## src/rtl/screen_alert_sequencer.sv

```systemverilog
// Fades a wrong-password alert image over the base screen, holds it, then fades back out.
// Optional HOLD blinking is compiled in with SCREEN_ALERT_BLINK_EN.
module screen_alert_sequencer #(
  parameter int FRAMES_PER_STEP = 2,
  parameter int HOLD_FRAMES     = 60,
  parameter int BLINK_FRAMES    = 8
) (
  input  logic        clk,
  input  logic        rst,
  input  logic        frame_begin,
  input  logic        trigger,
  input  logic [12:0] pix_ind,
  input  logic [15:0] base_color,
  input  logic [15:0] alert_color,
  output logic [15:0] oled_color,
  output logic        active,
  output logic        done
);

  // state    | meaning
  // IDLE     | level 0, oled_color follows base_color
  // FADE_IN  | level steps up every FRAMES_PER_STEP frames
  // HOLD     | full alert for HOLD_FRAMES frames
  // FADE_OUT | level steps down; retrigger returns to FADE_IN
  localparam logic [1:0] S_IDLE     = 2'd0;
  localparam logic [1:0] S_FADE_IN  = 2'd1;
  localparam logic [1:0] S_HOLD     = 2'd2;
  localparam logic [1:0] S_FADE_OUT = 2'd3;

  localparam logic [7:0] STEP_LAST = 8'(FRAMES_PER_STEP - 1);
  localparam logic [7:0] HOLD_LAST = 8'(HOLD_FRAMES - 1);

  logic [1:0]  state_q, state_d;
  logic [3:0]  level_q, level_d;
  logic [7:0]  step_cnt_q, step_cnt_d;
  logic [7:0]  hold_cnt_q, hold_cnt_d;
  logic [15:0] oled_color_q, oled_color_d;
  logic        done_q, done_d;
  logic [3:0]  eff_level;

  // Pixel index only addresses the upstream ROMs.
  logic unused_pix;
  assign unused_pix = ^pix_ind;

  function automatic logic [15:0] blend(input logic [15:0] b, input logic [15:0] a,
                                        input logic [3:0] l);
    logic [9:0] r, g, bl;
    logic [3:0] il;
    il = 4'd8 - l;
    r  = 10'(a[15:11]) * 10'(l) + 10'(b[15:11]) * 10'(il);
    g  = 10'(a[10:5])  * 10'(l) + 10'(b[10:5])  * 10'(il);
    bl = 10'(a[4:0])   * 10'(l) + 10'(b[4:0])   * 10'(il);
    return {r[7:3], g[8:3], bl[7:3]};
  endfunction

  always_comb begin
    state_d    = state_q;
    level_d    = level_q;
    step_cnt_d = step_cnt_q;
    hold_cnt_d = hold_cnt_q;
    done_d     = 1'b0;
    case (state_q)
      S_IDLE: begin
        level_d = 4'd0;
        if (trigger) begin
          state_d    = S_FADE_IN;
          step_cnt_d = 8'd0;
        end
      end
      S_FADE_IN: begin
        // Reachable at level 8 only via a retrigger before the first fade-out step.
        if (level_q == 4'd8) begin
          state_d    = S_HOLD;
          hold_cnt_d = 8'd0;
        end else if (frame_begin) begin
          if (step_cnt_q == STEP_LAST) begin
            step_cnt_d = 8'd0;
            level_d    = level_q + 4'd1;
            if (level_q == 4'd7) begin
              state_d    = S_HOLD;
              hold_cnt_d = 8'd0;
            end
          end else begin
            step_cnt_d = step_cnt_q + 8'd1;
          end
        end
      end
      S_HOLD: begin
        level_d = 4'd8;
        if (trigger) begin
          hold_cnt_d = 8'd0;
        end else if (frame_begin) begin
          if (hold_cnt_q == HOLD_LAST) begin
            state_d    = S_FADE_OUT;
            step_cnt_d = 8'd0;
          end else begin
            hold_cnt_d = hold_cnt_q + 8'd1;
          end
        end
      end
      S_FADE_OUT: begin
        if (trigger) begin
          state_d    = S_FADE_IN;
          step_cnt_d = 8'd0;
        end else if (frame_begin) begin
          if (step_cnt_q == STEP_LAST) begin
            step_cnt_d = 8'd0;
            level_d    = level_q - 4'd1;
            if (level_q == 4'd1) begin
              state_d = S_IDLE;
              done_d  = 1'b1;
            end
          end else begin
            step_cnt_d = step_cnt_q + 8'd1;
          end
        end
      end
      default: begin
        state_d = S_IDLE;
        level_d = 4'd0;
      end
    endcase
  end

`ifdef SCREEN_ALERT_BLINK_EN
  localparam logic [7:0] BLINK_LAST = 8'(BLINK_FRAMES - 1);
  logic [7:0] blink_cnt_q, blink_cnt_d;
  logic       phase_q, phase_d;

  always_comb begin
    blink_cnt_d = blink_cnt_q;
    phase_d     = phase_q;
    if ((state_d == S_HOLD && state_q != S_HOLD) || (state_q == S_HOLD && trigger)) begin
      blink_cnt_d = 8'd0;
      phase_d     = 1'b0;
    end else if (state_q == S_HOLD && frame_begin) begin
      if (blink_cnt_q == BLINK_LAST) begin
        blink_cnt_d = 8'd0;
        phase_d     = ~phase_q;
      end else begin
        blink_cnt_d = blink_cnt_q + 8'd1;
      end
    end
  end

  always_ff @(posedge clk) begin
    if (rst) begin
      blink_cnt_q <= 8'd0;
      phase_q     <= 1'b0;
    end else begin
      blink_cnt_q <= blink_cnt_d;
      phase_q     <= phase_d;
    end
  end

  assign eff_level = (state_q == S_HOLD && phase_q) ? 4'd0 : level_q;
`else
  localparam int UNUSED_BLINK_FRAMES = BLINK_FRAMES;
  assign eff_level = level_q;
`endif

  assign oled_color_d = blend(base_color, alert_color, eff_level);

  always_ff @(posedge clk) begin
    if (rst) begin
      state_q      <= S_IDLE;
      level_q      <= 4'd0;
      step_cnt_q   <= 8'd0;
      hold_cnt_q   <= 8'd0;
      oled_color_q <= 16'h0000;
      done_q       <= 1'b0;
    end else begin
      state_q      <= state_d;
      level_q      <= level_d;
      step_cnt_q   <= step_cnt_d;
      hold_cnt_q   <= hold_cnt_d;
      oled_color_q <= oled_color_d;
      done_q       <= done_d;
    end
  end

  assign oled_color = oled_color_q;
  assign active     = (state_q != S_IDLE);
  assign done       = done_q;

endmodule
```

## config.mk

```make
export PLATFORM = sky130hd
export DESIGN_NAME = screen_alert_sequencer
export DESIGN_NICKNAME = d
export VERILOG_FILES = /design/src/rtl/screen_alert_sequencer.sv
export SDC_FILE = /design/constraint.sdc
export NUM_CORES = 1
export LEC_CHECK = 0
export BUFFER_PORTS_ARGS = -buffer_cell sky130_fd_sc_hd__buf_2
export CORE_AREA = 4 4 106 108
export CTS_CLUSTER_DIAMETER = 30
export DETAILED_ROUTE_END_ITERATION = 8
export DIE_AREA = 0 0 110 112
export GPL_TIMING_DRIVEN = 0
export HOLD_SLACK_MARGIN = 0.03
export PLACE_DENSITY = 0.77
export SLEW_MARGIN = 20
export SYNTH_ARGS = -nofsm -noshare
export SYNTH_HDL_FRONTEND = slang
export SYNTH_SLANG_ARGS = --single-unit
```

## constraint.sdc

```tcl
create_clock -name clk -period 5.4 [get_ports clk]
set_clock_uncertainty 0.2 [all_clocks]
set_input_delay 0.27 -clock clk [delete_from_list [all_inputs] [get_ports clk]]
set_output_delay 0.27 -clock clk [all_outputs]
set_load 0.005 [all_outputs]
```

==> run summary, run 1 <==
Nets: 861
critical path launch point type: flip-flop
CP max stage delay: 0.55 ns
Hold WS: 0.124 ns
fin crit period: 5.15 ns
I/O Buffers: 53
asr flop ratio synth: 0
Rel. slew slack: 0.572
CTS Buf Count: 5
Setup Crit Path Kind: reg -> reg
ys flop type: dfxtp_1
largest net degree at the start of global routing: 15
crit share post-route: 0.953
Hold Vio Cnt, Final: 0
1st-pass router iterations: 5
area leader, netlist: fa_1
post-synth cell types: 55
hold path cells: 3
via count: 4402
WP data arrival: 5.13 ns
share of the synthesized area in the top cell type: 0.261
slowest library cell on the worst path: fa_1
final setup fails: 0
H-tree Lvls: 2
Area Overhead vs Synth: 11.7%
number of vias per cell: 5.37
R2R cell count: 19
clock tree buffer depth: 2
global route overflow: 0
CP endpoint kind: flip-flop
layout cells sized above 1: 0.133
worst-margin pin slew: 0.643 ns
Initial Util: 0.540
Post-Place Worst Slack: -0.996 ns
RSZ-0062 raised after global routing: no
Iter 0 DRT Violations: 232
Synth Register Bits: 39
total number of yosys warnings: 0
Max-Cap Viols: 0
Crit Path Max Fanout: 10
commonest non-fill, non-tap cell in the layout: inv_1
DRT Wirelength: 12.5 mm
CTS tree: yes
Power per Cell Area: 380 nW/um2
Clock Tree Root: clkbuf_8
vias in the first global route: 4687
max-slew violations: 0
most frequent cells in the layout: inv_1 (103), and2_1 (93), fa_1 (72)
Die Y: 112 um
Ant. Diodes: 0
GPL Wtd Cong: 0.860
I/O pins: 67
DR DRC count: 0
HPWL Detailed: 10.3 mm
row count: 37
critical path, cell by cell: clkbuf_8 > clkbuf_8 > inv_1 > ha_4 > xnor2_4 > buf_8 > and2_1 > fa_1 > inv_1 > fa_1 > fa_1 > fa_1 > inv_1 > ha_4 > a21o_1 > a41oi_2 > o21bai_1 > a21oi_1 > mux2_2
Antenna Nets Post-Route: 0
most numerous cell on the critical path: fa_1
core box area: 10200 um2
status: complete, no violations
initial antenna violation count: 0
DP Area: 5960 um2
post-synthesis sequential area ratio: 0.141
Final Instance Area: 6170 um2
number of flops mapped to enable cells by yosys: 0
Peak VDD IR: 0.176 mV
final worst slack: 0.252 ns
Sinks on Clock Net: 39
syn_area_per_cell: 8.85 um2
Post-Syn Nets: 802
die area: 12300 um2
Crit path required time: 5.39 ns
width of the die: 110 um
Total GRT Usage: 0.219
Hold Crit Class: in -> reg
Leakage: 2.80 nW
drt wl/cell: 15.3 um
worst skew pair latency: 0.30 ns
Cells after Synth: 624
first-pass GRT wire length: 21.7 mm
Post-Syn Area: 5520 um2
clk slew on worst S/H paths: 0.09 ns
top cells by area, synth: fa_1 (26%), dfxtp_1 (14%), ha_1 (13%)
Max Freq: 0.194 GHz
## stage by stage
step	power (W)	util	instances	TNS [ns]
CTS	0.00235	0.601	822	0
global route	0.00264	0.603	820	0
finish	0.00234	0.603	820	0
global placement	0.00200	0.582	813	-8.25
floorplan	0.00168	-	624	0
detailed placement	0.00207	0.582	813	-9.13
## power by group
part	total, W	internal, W	switching [W]	leakage, nW
clock network	0.000206	0.0000905	0.000116	0.0412
logic	0.00175	0.000781	0.000974	2.44
registers	0.000380	0.000354	0.0000265	0.321
## area by class of cell
type,instances,area (um2)
plain buffers,17,111
multi-input cells,462,4350
clock buffers,6,72.6
clock inverters,2,12.5
flip-flops and latches,39,788
repair buffers,55,280
well taps,136,170
inverters,103,387
fillers,899,4060
## synthesized netlist by cell type, types with 7 or more instances
library cell and number:
fa_1 72, and2_1 93, nand2_1 40, ha_1 57
nor2_1 29, o21ai_0 13, xnor2_1 18, o31ai_1 7
a21oi_1 21, dfxtp_1 39, inv_1 103, clkbuf_1 18
mux2i_1 7, nand3_1 8
## what timing repair did
action,in CTS,in global routing
hold buffers,0,0
resized for setup,22,13
setup endpoints to repair,16,8
pin swaps,0,2
setup buffers,2,0
hold endpoints to repair,0,0
## cells by family after synthesis
| group | Yosys count | share of synthesized area |
|---|---|---|
| muxes | 8 | 0.0147 |
| AOI/OAI and AO/OA | 74 | 0.0904 |
| DFF | 39 | 0.141 |
| adders and majority gates | 129 | 0.390 |
| xor gates and xnor gates | 27 | 0.0503 |
| and+or+nand+nor | 224 | 0.229 |
| buffers and inverters | 123 | 0.0839 |
## critical path, delay by kind of cell, from the launching register on
kind	cells	cell delay, ns
xor+xnor	1	0.16
mux	1	0.34
simple gates	1	0.17
compound gates	4	0.63
flops	1	0.35
fa+ha+maj	6	2.48
buf+inv	6	0.70
## final timing paths
check                                to                       start  slack [ns]
max            oled_color[9]$_SDFF_PP0_   eff_level[0]$_SDFFE_PP0P_        0.25
min          step_cnt_q[1]$_SDFFE_PP0P_                         rst        0.12
max reg2reg    oled_color[9]$_SDFF_PP0_   eff_level[0]$_SDFFE_PP0P_        0.25
min reg2reg  hold_cnt_q[7]$_SDFFE_PP0P_  hold_cnt_q[7]$_SDFFE_PP0P_        0.28
## flip-flops by register name, summed over array words and instances (netlist names)
name and cells:
step_cnt_q 8, hold_cnt_q 8, done 1, state_q 2, eff_level 4, oled_color 16
## per-layer routing
layer / up-vias / global-route usage / wire, um
li1: 2126 / - / -
met3: 17 / 0.0307 / 390
met2: 81 / 0.381 / 6480
met5: - / 0 / 0
met4: 0 / 0.0640 / 212
met1: 2178 / 0.279 / 5430
Note: power is estimated with default switching activity, not from simulation.
==> run 2, diff against run 1 <==
- CELL_PAD_IN_SITES_DETAIL_PLACEMENT: default -> 1
- CELL_PAD_IN_SITES_GLOBAL_PLACEMENT: default -> 2
- CORE_AREA: 4 4 106 108 -> 4 4 135 137
- DIE_AREA: 0 0 110 112 -> 0 0 139 141
- PLACE_DENSITY: 0.77 -> default
- PLACE_DENSITY_LB_ADDON: default -> 0.1
==> run 2 against run 1 <==
Sequential power is essentially flat. Power grew 6.3%. Via count shrank 1.3%. Worst setup slack lost 0.0080 ns. Die area grew 59%. Cell area grew 3.8%. Critical path depth is the same. Global-route usage shrank 6.3 points. Register-to-register slack is essentially flat. Sequential share of layout area shrank 0.45 points. Final cell count grew 11%. Flip-flop and latch count is the same.
==> run summary, run 2 (same netlist as run 1, synthesis figures left out) <==
commonest non-fill, non-tap cell in the layout: inv_1
Setup TNS Final: 0 ns (unchanged)
HPWL Detailed: 12.3 mm (+20%)
DRT Wirelength: 14.8 mm (+18%)
Area Overhead vs Synth: 16.0%
largest net degree at the start of global routing: 13 (-2)
layout cells sized above 1: 0.140 (+0.00670)
most frequent cells in the layout: inv_1 (103), and2_1 (93), fa_1 (72)
Antenna Nets Post-Route: 0 (unchanged)
width of the die: 139 um (+26%)
GRT met1 Usage: 0.203 (-0.0757)
Initial Util: 0.324 (-0.216)
Iter 0 DRT Violations: 131 (-44%)
vias in the first global route: 4809 (+2.6%)
status: complete, no violations
Leakage: 2.85 nW (+1.8%)
Sinks on Clock Net: 39 (unchanged)
most numerous cell on the critical path: fa_1
row count: 48 (+30%)
initial antenna violation count: 0 (unchanged)
worst-margin pin slew: 0.744 ns (+0.101 ns)
global route overflow: 0 (unchanged)
clk slew on worst S/H paths: 0.07 ns (-0.02 ns)
number of vias per cell: 4.76 (-11%)
Hold Crit Class: in -> reg
H-tree Lvls: 2 (unchanged)
final setup fails: 0 (unchanged)
Crit. Startpoint: eff_level[1]$_SDFFE_PP0P_
Final Instance Area: 6400 um2 (+3.8%)
met3 Use GR: 0.0217 (-0.00902)
CP endpoint kind: flip-flop
WP data arrival: 5.14 ns (about the same)
Hold Vio Cnt, Final: 0 (unchanged)
max-slew violations: 0 (unchanged)
Setup Crit Path Kind: reg -> reg
CTS tree: yes
R2R cell count: 19 (unchanged)
Max-Cap Viols: 0 (unchanged)
I/O Buffers: 53 (unchanged)
DP Area: 6070 um2 (+1.9%)
Rel. slew slack: 0.504 (-0.0672)
CTS Buf Count: 5 (unchanged)
I/O pins: 67 (unchanged)
critical path, cell by cell: clkbuf_16 > clkbuf_16 > inv_1 > ha_4 > xnor2_4 > buf_8 > and2_1 > fa_1 > inv_1 > fa_1 > fa_1 > fa_1 > inv_1 > ha_4 > a21o_1 > a41oi_2 > o21bai_1 > a21oi_1 > mux2_2
r2r setup slk: 0.24 ns (about the same)
Power per Cell Area: 389 nW/um2 (+2.5%)
M2 GR Usage: 0.279 (-0.102)
via count: 4344 (-1.3%)
die area: 19600 um2 (+59%)
slowest library cell on the worst path: fa_1
GRT busiest layer: met2
clock tree buffer depth: 2 (unchanged)
fin crit period: 5.16 ns (+0.00804 ns)
Peak VDD IR: 0.146 mV (-17%)
GPL Wtd Cong: 0.787 (-8.4%)
CP max stage delay: 0.54 ns (about the same)
R2R Path Start: eff_level[1]$_SDFFE_PP0P_
Ant. Diodes: 0 (unchanged)
critical path launch point type: flip-flop
crit share post-route: 0.955 (+0.00149)
Crit path required time: 5.38 ns (about the same)
1st-pass router iterations: 4 (-1)
drt wl/cell: 16.2 um (+6.3%)
Total GRT Usage: 0.157 (-0.0625)
core box area: 17100 um2 (+67%)
Clock Tree Root: clkbuf_16
worst skew pair latency: 0.30 ns (about the same)
Crit Path Max Fanout: 10 (unchanged)
max reg flops: 16 (unchanged)
final core utilization: 0.375 (-0.228)
first-pass GRT wire length: 24.7 mm (+14%)
DR DRC count: 0 (unchanged)
Nets: 864 (+0.35%)
Die Y: 141 um (+26%)
Max Freq: 0.194 GHz (-0.16%)
Setup crit end: oled_color[9]$_SDFF_PP0_
worst r2r dst: oled_color[9]$_SDFF_PP0_
number of hold buffers added after CTS: 0 (unchanged)
[run 2: worst min-delay path by stage]
stage                                from                          to  slack (ns)  depth (start not counted)
3_5_place_dp   hold_cnt_q[7]$_SDFFE_PP0P_  hold_cnt_q[7]$_SDFFE_PP0P_        0.30                          2
3_3_place_gp   hold_cnt_q[7]$_SDFFE_PP0P_  hold_cnt_q[7]$_SDFFE_PP0P_        0.26                          2
6_report                              rst  step_cnt_q[0]$_SDFFE_PP0P_        0.14                          3
5_1_grt                               rst  step_cnt_q[0]$_SDFFE_PP0P_        0.14                          3
4_1_cts                               rst  step_cnt_q[0]$_SDFFE_PP0P_        0.13                          3
2_1_floorplan  hold_cnt_q[7]$_SDFFE_PP0P_  hold_cnt_q[7]$_SDFFE_PP0P_        0.24                          2
[run 2: stage by stage]
stage / power, W / instances / setup slack [ns] / hold slack (ns)
2_1_floorplan: 0.00168 / 624 / 0.0338 / 0.243
4_1_cts: 0.00254 / 910 / 0.0219 / 0.129
3_5_place_dp: 0.00214 / 902 / -1.38 / 0.299
5_1_grt: 0.00281 / 912 / -0.000874 / 0.144
3_3_place_gp: 0.00210 / 902 / -1.35 / 0.264
6_report: 0.00249 / 912 / 0.244 / 0.136
[run 2: power by group]
group	switching [W]	internal [W]
Combinational	0.00101	0.000789
Sequential	0.0000289	0.000355
Clock	0.000139	0.000171
[run 2: final cells by class]
type	instances	area, um2
Buffer	17	134
Clock buffer	6	129
Sequential cell	39	790
Multi-Input combinational cell	462	4370
Timing Repair Buffer	58	303
Fill cell	2055	10700
Clock inverter	2	12.5
Inverter	103	387
Tap cell	225	282
[run 2: routing by layer]
| layer | wire length, um | share of wire | vias to the layer above |
|---|---|---|---|
| met5 | 0 | 0 | - |
| met4 | 146 | 0.0099 | 0 |
| met3 | 280 | 0.019 | 7 |
| met2 | 7380 | 0.50 | 38 |
| met1 | 6990 | 0.47 | 2164 |
| li1 | - | - | 2135 |
[run 2: critical path: cells and delay by family (launching register included)]
family | cells | cell delay, ns
buffers and inverters | 6 | 0.69
DFF | 1 | 0.37
adders and majority gates | 6 | 2.50
xor gates and xnor gates | 1 | 0.17
muxes | 1 | 0.34
AOI/OAI and AO/OA | 4 | 0.59
and+or+nand+nor | 1 | 0.16
[run 2: timing repair]
action,4_1_cts,5_1_grt
buffers inserted,1,4
gates resized for setup,27,12
pin swaps,1,4
endpoints found under the setup margin,16,8
